## src/rtl/id_ex_pipeline_reg.sv

```systemverilog
// id_ex_pipeline_reg: ID/EX pipeline register with hold, bubble/flush NOP insertion and a saturating bubble counter
module id_ex_pipeline_reg #(
  parameter int DATA_W = 32,
  parameter int CNT_W  = 16
) (
  input  logic              clk,
  input  logic              rst,
  input  logic              hold,
  input  logic              bubble,
  input  logic              flush,
  input  logic              id_valid,
  input  logic              id_alusrc,
  input  logic              id_regdest,
  input  logic              id_readdmem,
  input  logic              id_writedmem,
  input  logic              id_regwrite,
  input  logic              id_memtoreg,
  input  logic [3:0]        id_alufunc,
  input  logic [DATA_W-1:0] id_pc,
  input  logic [DATA_W-1:0] id_rs_data,
  input  logic [DATA_W-1:0] id_rt_data,
  input  logic [DATA_W-1:0] id_imm,
  input  logic [4:0]        id_rs_addr,
  input  logic [4:0]        id_rt_addr,
  input  logic [4:0]        id_rd_addr,
  output logic              ex_valid,
  output logic              ex_alusrc,
  output logic              ex_regdest,
  output logic              ex_readdmem,
  output logic              ex_writedmem,
  output logic              ex_regwrite,
  output logic              ex_memtoreg,
  output logic [3:0]        ex_alufunc,
  output logic [DATA_W-1:0] ex_pc,
  output logic [DATA_W-1:0] ex_rs_data,
  output logic [DATA_W-1:0] ex_rt_data,
  output logic [DATA_W-1:0] ex_imm,
  output logic [4:0]        ex_rs_addr,
  output logic [4:0]        ex_rt_addr,
  output logic [4:0]        ex_wr_addr,
  output logic [CNT_W-1:0]  bubble_count
);
  typedef struct packed {
    logic              valid;
    logic              alusrc;
    logic              regdest;
    logic              readdmem;
    logic              writedmem;
    logic              regwrite;
    logic              memtoreg;
    logic [3:0]        alufunc;
    logic [DATA_W-1:0] pc;
    logic [DATA_W-1:0] rs_data;
    logic [DATA_W-1:0] rt_data;
    logic [DATA_W-1:0] imm;
    logic [4:0]        rs_addr;
    logic [4:0]        rt_addr;
    logic [4:0]        wr_addr;
  } ex_t;
  ex_t              r_ex;
  ex_t              w_load;
  logic [CNT_W-1:0] r_cnt;
  logic             w_nop;
  always_comb begin
    w_load = '{
      valid:     id_valid,
      alusrc:    id_alusrc,
      regdest:   id_regdest,
      readdmem:  id_readdmem & id_valid,
      writedmem: id_writedmem & id_valid,
      regwrite:  id_regwrite & id_valid,
      memtoreg:  id_memtoreg,
      alufunc:   id_alufunc,
      pc:        id_pc,
      rs_data:   id_rs_data,
      rt_data:   id_rt_data,
      imm:       id_imm,
      rs_addr:   id_rs_addr,
      rt_addr:   id_rt_addr,
      wr_addr:   id_regdest ? id_rd_addr : id_rt_addr
    };
    w_nop = flush | (bubble & ~hold);
  end
  always_ff @(posedge clk) begin
    if (rst) begin
      r_ex  <= '0;
      r_cnt <= '0;
    end else if (w_nop) begin
      r_ex  <= '0;
      r_cnt <= &r_cnt ? r_cnt : r_cnt + CNT_W'(1);
    end else if (!hold) begin
      r_ex  <= w_load;
    end
  end
  assign ex_valid     = r_ex.valid;
  assign ex_alusrc    = r_ex.alusrc;
  assign ex_regdest   = r_ex.regdest;
  assign ex_readdmem  = r_ex.readdmem;
  assign ex_writedmem = r_ex.writedmem;
  assign ex_regwrite  = r_ex.regwrite;
  assign ex_memtoreg  = r_ex.memtoreg;
  assign ex_alufunc   = r_ex.alufunc;
  assign ex_pc        = r_ex.pc;
  assign ex_rs_data   = r_ex.rs_data;
  assign ex_rt_data   = r_ex.rt_data;
  assign ex_imm       = r_ex.imm;
  assign ex_rs_addr   = r_ex.rs_addr;
  assign ex_rt_addr   = r_ex.rt_addr;
  assign ex_wr_addr   = r_ex.wr_addr;
  assign bubble_count = r_cnt;
endmodule

```

## config.mk

```make
export PLATFORM = sky130hd
export DESIGN_NAME = id_ex_pipeline_reg
export DESIGN_NICKNAME = d
export VERILOG_FILES = /design/src/rtl/id_ex_pipeline_reg.sv
export SDC_FILE = /design/constraint.sdc
export NUM_CORES = 1
export LEC_CHECK = 0
export ABC_AREA = 1
export BUFFER_PORTS_ARGS = -buffer_cell sky130_fd_sc_hd__buf_4
export CORE_AREA = 2 2 128 130
export CTS_BUF_LIST = sky130_fd_sc_hd__clkbuf_8 sky130_fd_sc_hd__clkbuf_16
export CTS_CLUSTER_SIZE = 25
export DETAILED_ROUTE_END_ITERATION = 16
export DIE_AREA = 0 0 130 132
export PLACE_DENSITY = 0.77
export SLEW_MARGIN = 20
export SYNTH_ARGS = -nofsm -noshare
export SYNTH_HDL_FRONTEND = slang
export SYNTH_SLANG_ARGS = --single-unit
export TNS_END_PERCENT = 10
```

## constraint.sdc

```tcl
create_clock -name clk -period 2.2 [get_ports clk]
set_clock_uncertainty 0.05 [all_clocks]
set_input_delay 0 -clock clk [delete_from_list [all_inputs] [get_ports clk]]
set_output_delay 0 -clock clk [all_outputs]
set_load 0.01 [all_outputs]
```

==> results.cfg, run 1 <==
[sta]
whs_ps = 69.6
slew_violations = 0
finalHoldViolCount = 0
setup_tns_ps = 0
worst_slew_pin_slew_ps = 593
setup_violations = 0
finalCriticalPeriod_ps = 1940
slew_headroom_pct = 60.5
clock.fmax_mhz = 514
finalCritPeriodShare_pct = 88.4
rsz0062_at_grt = false

[synth]
synth_cell_types = 24
yosysWarnings = 0
syn_inst = 819
avgSynthCellArea_um2 = 7.60
synth_seq_cells = 170
syn-cell-area_um2 = 6230
syn-num-nets = 979
ys_top_cells_by_area = dfxtp_1 (55%), nand2_1 (19%), a21oi_1 (12%), nor2_1 (3.4%), clkbuf_1 (1.7%)
synth_top_area_cell = dfxtp_1
synth_top_area_share_pct = 54.7
ys_seq_area_share_pct = 54.7

[grt]
grt_use_total_pct = 27.9
grt_pass1_vias = 7478
overflow = 0
grt_pass1_wl_um = 37800
antenna_found_initial = 2
grt_max_degree = 86

[critical_path]
crit_cells = 8
worst_setup_path_end_kind = flip-flop
worstReg2RegStart = bubble_count[1]
endpoint = ex_wr_addr[3]
r2r_cells = 9
worst-r2r-setup-slack_ps = 630
crit_path_start = id_rt_addr[3]
cpPeakStageDelay_ps = 590
crit_family = buffers and inverters
startpoint_type = primary input
crit_buf_inv = 5
crit_type = primary input to flip-flop
worstPathCellList = dlygate4sd3_1, buf_4, inv_1, nor2_1, o22ai_1, dlygate4sd3_1, a21oi_1, dlygate4sd3_1
r2r-end = bubble_count[13]
worstPathMaxFanout = 2
cpMostUsedCell = dlygate4sd3_1
cpMaxStageDelayCell = dlygate4sd3_1
required_ps = 2520
crit_arrival_ps = 2260

[clocking]
h-tree-depth = 4
postCtsSetupRepairBufs = 0
cts_resized = 0
clockBufferDepth = 2
clk-insertion-delay-late_ps = 420
clock_sinks = 170
cts.clk_slew.worst_paths_ps = 70
cts_hold_buf = 172
cts_root_buf = clkbuf_16
tritoncts = built
cts_buffers = 17

[drt]
wl_met3_um = 1980
wl_um = 24700
ant_nets = 0
highest_layer = met4
wl_met1_um = 8990
routedWlPerCell_um = 16.2
vias_per_cell = 4.89
firstDrtPassIters = 5
drt_iter0_drc = 399
dr_total_vias = 7471
drcViolationCount = 0
met2WireLength_um = 12400

[layout]
final_cell_mix = buf_4 (335), nand2_1 (321), dlygate4sd3_1 (172)
nFillCells = 1066
final_cells = 1529
syn_to_final_growth_pct = 79.8
drive_gt1_share_pct = 29.4
layout_commonest_cell = buf_4
multi_input_area_um2 = 2480
regArea_um2 = 3400
fin_nets = 1456

[floorplanning]
dieArea_um2 = 17200
num_io_pins = 329
core_area_um2 = 15700
row_count = 46
start_util_pct = 39.6
chipHeight_um = 132
fp.dieW_um = 130

[power]
leakagePower_nw = 5.01
power.internal_mw = 5.70
vdd_drop_max_v = 0.000484
p_per_area_nw_per_um2 = 668
sw_frac_of_total_pct = 23.8
comb_power_share_pct = 13.6
seq_power_share_pct = 42.9
pwr-share-clk_pct = 43.5
finalPower_mw = 7.48
p_sw_mw = 1.78

[min_path]
hold_path.class = primary input to flip-flop
hold_start = flush

[placement]
dpl.cell_count = 1321
port_buffers = 328
gp_congestion = 0.859
hpwlAfterDp_um = 13800

[outcome]
outcome = complete, no violations

[flow_run]
cap_violations = 0
==> registers in the layout, summed over array words and instances (netlist names) <==
register,flops
ex_alufunc,4
ex_valid,1
ex_readdmem,1
bubble_count,16
ex_alusrc,1
ex_imm,32
ex_rs_data,32
ex_rs_addr,5
ex_regwrite,1
ex_memtoreg,1
ex_regdest,1
ex_pc,32
ex_writedmem,1
ex_rt_addr,5
ex_rt_data,32
ex_wr_addr,5
==> kinds of logic (layout without fill, tap and decap cells) <==
family	Yosys count	in the layout	share of synthesized area, %
xor+xnor	2	2	0.281
fa+ha+maj	1	1	0.201
simple gates	398	398	24.7
compound gates	172	172	14.6
buf+inv	76	566	5.51
other cells	0	4	0
flops	170	170	54.7
==> Yosys cell counts (all sizes together) <==
library cell    n
nand2         324
dfxtp         170
a21oi         160
nor2           58
clkbuf         28
buf            24
inv            23
nand3          13
o22ai           5
o21ai           4
a22oi           3
nand4           2
xor2            2
clkinv          1
ha              1
nand3b          1
==> area by class of cell <==
cell class | instances | area share, %
timing repair buffer | 510 | 38.4
sequential | 170 | 30.4
multi-input combinational | 573 | 22.2
clock buffer | 19 | 4.04
tap | 216 | 2.41
clock inverter | 13 | 1.69
inverter | 24 | 0.849
antenna | 4 | 0.0894
==> power groups by stage <==
stage | logic (mW) | clock network (mW) | registers (mW)
2_1_floorplan | 0.275 | 0 | 3.31
3_3_place_gp | 0.717 | 0 | 3.27
3_5_place_dp | 0.725 | 0 | 3.27
4_1_cts | 0.976 | 3.29 | 3.21
5_1_grt | 1.08 | 3.41 | 3.22
6_report | 1.01 | 3.25 | 3.21
==> worst reg2reg max path: cells and delay by family, from the launching register on <==
kind	cells	cell delay, ps
buffers and inverters	1	210
AND/OR/NAND/NOR	7	600
adder cells (fa/ha/maj)	1	210
flip-flops	1	380
==> layer usage <==
layer	global-route usage [%]	vias to the layer above
met5	0	-
met4	17.1	0
met3	8.69	112
met2	48.9	359
met1	28.7	3437
li1	-	3563
==> stage by stage <==
step	area, um^2	setup WS [ps]	utilization (%)
after global placement	8820	698	56.2
final	11200	256	71.3
after floorplan	6230	744	-
after detailed placement	8820	657	56.2
after global routing	11200	213	71.2
after CTS	11200	385	71.2
==> worst min path at each step <==
stage                 endpoint  slack (ps)  depth (start not counted)
3_5_place_dp   bubble_count[8]         120                          2
2_1_floorplan  bubble_count[8]          20                          1
3_3_place_gp   bubble_count[8]         120                          2
6_report       bubble_count[3]          70                          7
4_1_cts        bubble_count[3]          60                          7
5_1_grt        bubble_count[3]         140                          7
Power figures use the tool's default switching activity.
==> run 2, diff against run 1 <==
- RECOVER_POWER: default -> 25
==> run 2 against run 1 <==
  * Die area unchanged
  * Power fell by 0.56%
  * Sequential power about the same
==> results.cfg, run 2 (synthesis results as in run 1) <==
[layout]
nFillCells = 1187
multi_input_area_um2 = 2480
regArea_um2 = 3400
syn_to_final_growth_pct = 74.7
drive_gt1_share_pct = 22.9
fin_nets = 1456
final_cell_mix = nand2_1 (321), buf_4 (250), dlygate4sd3_1 (172)
layout_commonest_cell = nand2_1

[grt]
grt_pass1_vias = 7478
grt_use_total_pct = 27.9
overflow = 0
grt_max_degree = 86
antenna_found_initial = 2
grt_pass1_wl_um = 37800

[sta]
slew_violations = 0
finalCriticalPeriod_ps = 1940
slew_headroom_pct = 60.4
finalCritPeriodShare_pct = 88.3
setup_violations = 0
worst_slew_pin_slew_ps = 594
finalHoldViolCount = 0
rsz0062_at_grt = false
setup_tns_ps = 0
clock.fmax_mhz = 515

[power]
vdd_drop_max_v = 0.000478
finalPower_mw = 7.44
leakagePower_nw = 4.65
p_per_area_nw_per_um2 = 684

[clocking]
h-tree-depth = 4
cts.clk_slew.worst_paths_ps = 70
cts_buffers = 17
clockBufferDepth = 2
tritoncts = built
postCtsSetupRepairBufs = 0
clk-insertion-delay-late_ps = 420
cts_root_buf = clkbuf_16
clock_sinks = 170

[placement]
gp_congestion = 0.859
hpwlAfterDp_um = 13800
port_buffers = 328

[critical_path]
crit_arrival_ps = 2260
crit_buf_inv = 5
required_ps = 2520
worstPathMaxFanout = 2
cpPeakStageDelay_ps = 590
worstPathCellList = dlygate4sd3_1, buf_4, inv_1, nor2_1, o22ai_1, dlygate4sd3_1, a21oi_1, dlygate4sd3_1
worst_setup_path_end_kind = flip-flop
crit_family = buffers and inverters
cpMaxStageDelayCell = dlygate4sd3_1
crit_type = primary input to flip-flop
cpMostUsedCell = dlygate4sd3_1
startpoint_type = primary input

[floorplanning]
dieArea_um2 = 17200
row_count = 46
fp.dieW_um = 130
core_area_um2 = 15700
start_util_pct = 39.6
chipHeight_um = 132
num_io_pins = 329

[outcome]
outcome = complete, no violations

[min_path]
hold_path.class = primary input to flip-flop

[drt]
dr_total_vias = 7435
drcViolationCount = 0
firstDrtPassIters = 4
drt_iter0_drc = 423
wl_um = 24700
routedWlPerCell_um = 16.2
ant_nets = 0
vias_per_cell = 4.86

[flow_run]
cap_violations = 0
run 2: changes by cell type in the layout (fill, tap and decap cells not counted), sizes merged:
cell and delta:
buf -85, clkbuf +85
run 2: layout make-up:
class / instances / share of cell area [%]
tap: 216 / 2.48
multi-input combinational: 573 / 22.8
inverter: 24 / 0.874
clock inverter: 13 / 1.74
antenna: 4 / 0.0920
clock buffer: 19 / 4.16
timing repair buffer: 510 / 36.6
sequential: 170 / 31.3
run 2: power by group:
group | switching [mW] | leakage, nW | internal, mW | total [mW]
combinational | 0.447 | 2.96 | 0.535 | 0.981
clock | 1.27 | 0.316 | 1.97 | 3.25
sequential | 0.0508 | 1.38 | 3.16 | 3.21
run 2: metrics by stage:
| stage | hold WS, ps | instance area [um^2] | utilization (%) | setup slack, ps | std cells |
|---|---|---|---|---|---|
| 2_1_floorplan | 21.5 | 6230 | - | 744 | 819 |
| 3_3_place_gp | 121 | 8820 | 56.2 | 698 | 1321 |
| 3_5_place_dp | 121 | 8820 | 56.2 | 657 | 1321 |
| 4_1_cts | 64.1 | 11200 | 71.2 | 385 | 1525 |
| 5_1_grt | 135 | 10900 | 69.2 | 213 | 1527 |
| 6_report | 74.1 | 10900 | 69.2 | 258 | 1529 |
run 2: worst paths after layout:
path	startpoint	end	slack, ps	cells past startpoint
max	id_rt_addr[3]	ex_wr_addr[3]	260	8
min	flush	bubble_count[3]	70	7
max reg2reg	bubble_count[1]	bubble_count[13]	640	9
min reg2reg	ex_rt_data[8]	ex_rt_data[8]	410	2
run 2: worst reg2reg max path, stage by stage (launching register included):
cell	delay (ps)
dfxtp_1	380
ha_1	210
nand2_1	70
nor2_2	180
nand4_1	110
buf_4	210
nand2_1	100
nand2_1	50
nand2_1	50
nor2_1	30
run 2: layer usage:
layer,vias to the layer above,part of all wire [%],GRT usage (%),wire length (um)
li1,3566,-,-,-
met1,3422,37,28.7,9060
met2,336,50,48.9,12500
met3,111,7.4,8.69,1840
met4,0,5.5,17.1,1350
met5,-,0,0,0
run 2: timing repair:
action / 4_1_cts / 5_1_grt
hold buffers: 172 / 0
gates resized for setup: 0 / 0
hold endpoints to repair: 154 / 0
